--- config.mk ---
export PLATFORM = sky130hd
export DESIGN_NAME = imem_loader
export DESIGN_NICKNAME = d
export VERILOG_FILES = /design/src/rtl/imem_loader.sv
export SDC_FILE = /design/constraint.sdc
export NUM_CORES = 1
export LEC_CHECK = 0
export ABC_AREA = 1
export ABC_CLOCK_PERIOD_IN_PS = 2250
export BUFFER_PORTS_ARGS = -buffer_cell sky130_fd_sc_hd__clkbuf_2
export CORE_ASPECT_RATIO = 2
export CORE_MARGIN = 2
export CORE_UTILIZATION = 29
export CTS_CLUSTER_DIAMETER = 200
export CTS_CLUSTER_SIZE = 40
export DETAILED_ROUTE_END_ITERATION = 12
export PLACE_DENSITY = 0.59
export SYNTH_ARGS = -nofsm -noshare
export SYNTH_HDL_FRONTEND = slang
export SYNTH_SLANG_ARGS = --single-unit
--- constraint.sdc ---
create_clock -name clk -period 2.25 [get_ports clk]
set_clock_uncertainty 0.1 [all_clocks]
set_input_delay 0.45 -clock clk [delete_from_list [all_inputs] [get_ports clk]]
set_output_delay 0.45 -clock clk [all_outputs]
set_load 0.02 [all_outputs]
--- src/rtl/imem_loader.sv ---
// Instruction-memory loader: turns a length-prefixed byte stream into big-endian
// 32-bit imem writes from address 0, holding the CPU in reset until a clean load.
module imem_loader #(
    parameter int unsigned ADDR_W = 6
) (
    input  logic              clk,
    input  logic              reset_n,
    input  logic              start,
    input  logic              in_valid,
    input  logic [7:0]        in_data,
    output logic              in_ready,
    output logic              imem_we,
    output logic [ADDR_W-1:0] imem_addr,
    output logic [31:0]       imem_wd,
    output logic              busy,
    output logic              done,
    output logic              err,
    output logic              cpu_hold
);
    localparam int unsigned DEPTH = 2**ADDR_W;

    typedef enum logic [2:0] {IDLE, LEN_HI, LEN_LO, DATA, WRITE, DRAIN, DONE} state_t;

    state_t          state, state_nx;
    logic [15:0]     len;
    logic [ADDR_W:0] idx;
    logic [1:0]      byte_cnt;
    logic [31:0]     shreg;
    logic [17:0]     drain_cnt;
    logic            err_q;

    logic            accept;
    logic [15:0]     len_nx;
    logic [ADDR_W:0] idx_inc;

    assign accept  = in_valid & in_ready;
    assign len_nx  = {len[15:8], in_data};
    assign idx_inc = idx + 1'b1;

    assign imem_addr = idx[ADDR_W-1:0];
    assign imem_wd   = shreg;
    assign err       = err_q;
    assign cpu_hold  = ~(done & ~err_q);

    always_comb begin
        state_nx = state;
        in_ready = 1'b0;
        imem_we  = 1'b0;
        busy     = 1'b0;
        done     = 1'b0;
        case (state)
            IDLE, DONE: begin
                done = (state == DONE);
                if (start) state_nx = LEN_HI;
            end
            LEN_HI: begin
                in_ready = 1'b1;
                busy     = 1'b1;
                if (accept) state_nx = LEN_LO;
            end
            LEN_LO: begin
                in_ready = 1'b1;
                busy     = 1'b1;
                if (accept) begin
                    if (len_nx == 16'd0)            state_nx = DONE;
                    else if (32'(len_nx) > DEPTH)  state_nx = DRAIN;
                    else                           state_nx = DATA;
                end
            end
            DATA: begin
                in_ready = 1'b1;
                busy     = 1'b1;
                if (accept && byte_cnt == 2'd3) state_nx = WRITE;
            end
            WRITE: begin
                imem_we  = 1'b1;
                busy     = 1'b1;
                // idx is one bit wider than the address so N == DEPTH terminates
                state_nx = (32'(idx_inc) == 32'(len)) ? DONE : DATA;
            end
            DRAIN: begin
                in_ready = 1'b1;
                busy     = 1'b1;
                if (accept && drain_cnt == 18'd1) state_nx = DONE;
            end
            default: state_nx = IDLE;
        endcase
    end

    always_ff @(posedge clk or negedge reset_n) begin
        if (!reset_n) begin
            state     <= IDLE;
            len       <= '0;
            idx       <= '0;
            byte_cnt  <= '0;
            shreg     <= '0;
            drain_cnt <= '0;
            err_q     <= 1'b0;
        end else begin
            state <= state_nx;
            case (state)
                IDLE, DONE: begin
                    if (start) begin
                        err_q    <= 1'b0;
                        idx      <= '0;
                        byte_cnt <= '0;
                    end
                end
                LEN_HI: if (accept) len[15:8] <= in_data;
                LEN_LO: begin
                    if (accept) begin
                        len[7:0]  <= in_data;
                        drain_cnt <= {len_nx, 2'b00};
                        if (32'(len_nx) > DEPTH) err_q <= 1'b1;
                    end
                end
                DATA: begin
                    if (accept) begin
                        // ~byte_cnt == 3-byte_cnt: first byte lands in [31:24]
                        shreg[{~byte_cnt, 3'b000} +: 8] <= in_data;
                        byte_cnt <= byte_cnt + 2'd1;
                    end
                end
                WRITE: idx <= idx_inc;
                DRAIN: if (accept) drain_cnt <= drain_cnt - 18'd1;
                default: ;
            endcase
        end
    end
endmodule

# --- Yosys cells after proc, flatten, opt, wreduce, memory -nomap -nowiden ---
# Index checks and enable logic that the tools add are counted.
classes:
  add_sub_neg: 4
  n_lt_le_gt_ge: 1
  eq_ne: 17
  n_shift: 2
  mux: 26
  n_bitwise: 5
  n_reduce_logical: 19
ops:
  columns: ["cell", "n"]
  rows:
  - ["two-way mux 18 bit", 2]
  - ["case mux 18 bit (2 select lines)", 1]
  - ["bitwise mux 32 bit", 1]
  - ["variable shift 8 x 7 -> 32 bit, first input constant", 1]
  - ["variable part select 8 x 7 -> 32 bit", 1]
  - ["two-way mux 3 bit", 8]
  - ["== test 18 x 1 -> 1 bit, second input constant", 1]
  - ["case mux 3 bit (6 select lines)", 1]
  - ["subtractor 18 x 1 -> 18 bit, second input constant", 1]
  - ["== test 7 x 16 -> 1 bit", 1]
  - ["> comparator 16 x 7 -> 1 bit, second input constant", 1]
  - ["zero test 16 bit", 1]
  - ["!= test 2 bit, second input constant", 8]
  - ["case mux 7 bit (2 select lines)", 1]
  - ["== test 3 bit, second input constant", 3]
  - ["AND reduction 2 bit", 4]
  - ["nonzero test 2 bit", 4]
  - ["adder 7 x 1 -> 7 bit, second input constant", 1]
  - ["two-way mux 1 bit", 7]
  - ["two-way mux 7 bit", 1]
  - ["negation 5 -> 7 bit", 1]
  - ["== test 3 x 2 -> 1 bit, second input constant", 2]
  - ["AND reduction 3 bit", 2]
  - ["AND reduction 5 bit", 1]
  - ["other kinds (15)", 19]
totals:
  register_bits: 79
  input_bits: 12
  output_inout_bits: 44
  elab_cells: 82

# --- Depth between registers and ports, before layout ---
logic_depth:
  word_depth: 7
  depth_mapped: 13
  ltp_nobuf: 13

# --- Worst setup path before layout ---
# No wires, ideal clock.
synth_path:
  path_type: "register to register"
  from: "reg byte_cnt[0]"
  to: "reg shreg[0], in the netlist imem_wd[0]"
  setup_time_ns: 0.077
  arrival_ns: 2.079
  required_ns: 2.073
  path_slack_ns: -0.006
  stages_incl_launch_ff: 8
  synth_period_minus_slack_ns: 2.256
  path_cell_list: "dfrtp_1 > inv_1 > clkbuf_1 > clkbuf_1 > ha_1 > nor3_1 > nand2_1 > a21oi_1"
synth_via:
  elab_chain_cells: 4
synth_lines:
  columns: ["item", "line", "source"]
  rows:
  - ["from (decl)", "27", "logic [1:0] byte_cnt;"]
  - ["from (signal assigned)", "121", "byte_cnt <= byte_cnt + 2'd1;"]
  - ["NOT 2 bit (*)", "120", "shreg[{~byte_cnt, 3'b000} +: 8] <= in_data;"]
  - ["negation 5 -> 7 bit (*)", "120", null]
  - ["variable part select 8 x 7 -> 32 bit / variable shift 8 x 7 -> 32 bit (equally long branches)", "120", null]
  - ["bitwise mux 32 bit (*)", "120", null]
  - ["to (signal, indexed assignment)", "120", null]
  - ["to (decl)", "28", "logic [31:0] shreg;"]
# Every way passes the cells marked *; elsewhere a longest branch is shown, timed or not.
# A chain may end at the register's enable or synchronous reset.

# --- Final worst setup path ---
layout_path:
  from: "reg state[1]"
  to: "out busy"
layout_via:
  elab_chain_cells: 3
layout_lines:
  columns: ["item", "line", "source"]
  rows:
  - ["from (decl)", "24", "state_t state, state_nx;"]
  - ["from (signal assigned)", "100", "state <= state_nx;"]
  - ["== test 3 bit, or another cell as far along", "51", "case (state)"]
  - ["OR reduction 5 bit (no line) (*)", null, null]
  - ["two-way mux 1 bit (*)", "51", null]
  - ["to (decl)", "15", "output logic busy,"]
# Marked as above.

==> results.md <==
- Peak ir drop on the vdd network: 451.4 µV
- Unrepaired setup endpoints after global routing: no
- Total of buffers placed on input and output ports: 55
- Count of vias placed by the detailed router: 3959
- Worst hold path type: in -> reg
- Number of DRC violations after detailed-routing iteration 0: 188
- Post-Synthesis Cell Area: 4407 µm²
- Number of distinct library cells after synthesis: 38
- Final hold violations: 0
- Clock sinks: 79
- Fraction of final layout cells sized beyond drive strength 1: 17.73%
- Power per cell area: 1104 nW/µm²
- Placement Rows: 63
- Clock transition at the registers of the reported paths: 70 ps
- Post CTS Setup Buffer Count: 0
- Number of global-route vias before repair: 4186
- Hold path start: in_data[3]
- Worst-path maximum fanout: 6
- Register area: 1977 µm²
- Layout-stage area growth over the synthesis result: 17.92%
- Post-synth top area cell: sky130_fd_sc_hd__dfrtp_1
- Starting density of the core: 29.74%
- Full die area: 16260 µm²
- Number of antenna violations at the first check in global routing: 0
- Required arrival time at the worst endpoint: 1700 ps
- Layout fillers: 1645
- Run status: finished clean
- CTS tree: built
- Maximum number of buffers from clock root to sink: 2
- Largest net degree at the start of global routing: 32
- Max cap viols: 0
- First-pass GRT wire length: 21390 µm
- CTS root buffer: sky130_fd_sc_hd__clkbuf_16
- Chip Height: 178.3 µm
- Hold Path Stages: 3
- I/O pin cnt: 56
- GPL Wtd Cong: 0.8965
- Arr. time, crit path: 1550 ps
- Endpoint of the worst hold path: imem_wd[3]
- Number of nets in the final layout: 642
- Leading post-synthesis cells by cell area: sky130_fd_sc_hd__dfrtp_1 45%, sky130_fd_sc_hd__nand2_1 11%, sky130_fd_sc_hd__o21ai_0 7.0%
- Area share of the largest cell type after synthesis: 44.86%
- Warnings, synthesis: 0
- Detailed-router iteration count before antenna repair: 4
- Share of the cycle needed by the critical path after routing: 93.12%
- DR WL/cell: 15.73 µm
- Count of endpoints failing setup in the final report: 0
- Synthesis-stage register bit count: 79
- Synthesized instance count: 566
- Setup Total Neg Slack: 0 ps
- Detailed-route wire length: 12910 µm
- Post-synthesis area per instance: 7.786 µm²
- Total nets after synthesis: 587
- Start of the worst register-to-register path: idx[0]
- Overall fraction of global-route tracks in use: 16.97%
- DRC errors left: 0
- CTS Buf Count: 9
- # diodes: 0
- Final HPWL from detailed placement: 10070 µm
- Reg2Reg Setup Slack: 270 ps
- Rel. slew slack: 65.37%
- Transition time at the pin with the least slew margin: 516.6 ps
- Worst slack after detailed placement: 259.7 ps
- Htree depth: 3
- Clock latency reported for the late side of the worst-skew pair: 350 ps
- PnR worst setup slack: 154.9 ps
- Static power due to leakage: 0.002655 µW
- Part of the Yosys area used for sequential elements: 44.86%
- Placeable Area: 14820 µm²
- Logic depth of the worst register-to-register path: 12
- Via-per-instance ratio: 4.822
- Max-slew violation count: 0
- Type of the setup path with the least slack: reg -> out
- Count of cells resized by post-cts repair: 0
- Peak clock frequency supported by timing: 477.3 MHz
- Shortest clock period the worst path allows after layout: 2095 ps
- Type of destination of the critical path: output port
- Grt total ovfl: 0
- Area of the multi-input gates: 2026 µm²
- Antenna-violating nets left: 0
- Kind of start point of the critical path: flip-flop
- Die X: 91.17 µm
- End of the worst register-to-register path: state[0]
-- cell usage after synthesis, drive strengths merged --
cell    number
or2          1
nor2        67
a21oi       19
o211ai       1
buf         15
clkinv       1
nand3b       3
a31oi        2
clkbuf       7
nand4       23
ha           9
a221oi       1
o221ai       1
a21boi       1
nand3       38
dfrtp       79
o22ai        9
o21ai       75
inv         67
nor4         2
nand2      134
nor3         7
xor2         4
-- layout make-up --
| class | instances | share of cell area [%] |
|---|---|---|
| flip-flops and latches | 79 | 38.04 |
| well taps | 195 | 4.695 |
| repair buffers | 66 | 7.224 |
| clock inverters | 6 | 1.445 |
| multi-input cells | 397 | 38.98 |
| clock buffers | 10 | 4.599 |
| inverters | 68 | 5.008 |
-- metrics by stage --
step	cells	hold slack [ps]	utilization (%)	cell area, µm²	total power [µW]
final	821	266.4	35.06	5196	5734
after global routing	821	278.2	35.06	5196	6170
after CTS	821	263.3	35.06	5196	5775
after detailed placement	804	281.3	32.88	4872	4203
after global placement	804	277.8	32.88	4872	4191
after floorplan	566	54.41	-	4412	3561
-- where the power goes --
group / internal [µW] / total, µW / switching [µW]
Clock: 908 / 1550 / 643
Sequential: 1810 / 2190 / 382
Combinational: 632 / 1990 / 1360
Total: 3350 / 5730 / 2380
-- worst max-delay path by stage --
stage,startpoint,to,slack [ps],depth (start not counted)
after floorplan,byte_cnt[0],imem_wd[24],50,8
after global placement,idx[0],state[0],260,12
after detailed placement,idx[0],state[0],260,12
after CTS,state[1],busy,140,6
after global routing,state[1],busy,2,6
final,state[1],busy,150,6
-- cells in the final DEF (no fill, tap or decap), types with 5 or more instances in the layout --
cell type / synthesis / layout
sky130_fd_sc_hd__nor3_1: 6 / 5
sky130_fd_sc_hd__nand2_2: 5 / 5
sky130_fd_sc_hd__clkbuf_2: 2 / 54
sky130_fd_sc_hd__nand3_1: 37 / 37
sky130_fd_sc_hd__inv_2: 6 / 6
sky130_fd_sc_hd__a21oi_1: 19 / 19
sky130_fd_sc_hd__clkbuf_16: 0 / 9
sky130_fd_sc_hd__nand4_1: 23 / 23
sky130_fd_sc_hd__o21ai_0: 62 / 62
sky130_fd_sc_hd__inv_1: 59 / 59
sky130_fd_sc_hd__buf_4: 7 / 10
sky130_fd_sc_hd__nand2_1: 128 / 128
sky130_fd_sc_hd__dfrtp_1: 79 / 79
sky130_fd_sc_hd__o21ai_1: 11 / 11
sky130_fd_sc_hd__o22ai_1: 9 / 9
sky130_fd_sc_hd__nor2_1: 58 / 58
sky130_fd_sc_hd__ha_1: 9 / 9
-- state kept, by name, summed over array words and instances, names as in the netlist --
register   count
idx            7
err            1
drain_cnt     18
state          3
imem_wd       32
len           16
byte_cnt       2
-- critical path, cell delays in order, from the launching register on --
cell and delay [ps]:
sky130_fd_sc_hd__dfrtp_1 460, sky130_fd_sc_hd__inv_2 120, sky130_fd_sc_hd__nand2_4 70, sky130_fd_sc_hd__nor2_1 160, sky130_fd_sc_hd__inv_1 100, sky130_fd_sc_hd__nand2_1 110, sky130_fd_sc_hd__clkbuf_2 180
-- per-layer routing --
metal  GRT usage [%]  share of wire [%]
met4           9.722                4.6
met1           16.41                 36
met3           2.788                2.4
met5               0                  0
met2           33.15                 58
-- repair_timing --
item,4_1_cts,5_1_grt
endpoints found under the setup margin,0,0
hold buffers,1,0
hold endpoints to repair,21,0
-- cells by family after synthesis --
| kind of cell | count (synthesis) | synth area share [%] |
|---|---|---|
| buffers and inverters | 90 | 9.284 |
| adder cells (fa/ha/maj) | 9 | 2.555 |
| flip-flops | 79 | 44.86 |
| XOR/XNOR | 4 | 0.7949 |
| AND/OR/NAND/NOR | 275 | 29.22 |
| AO/OA/AOI/OAI | 109 | 13.29 |
(Power assumes the default switching activity.)
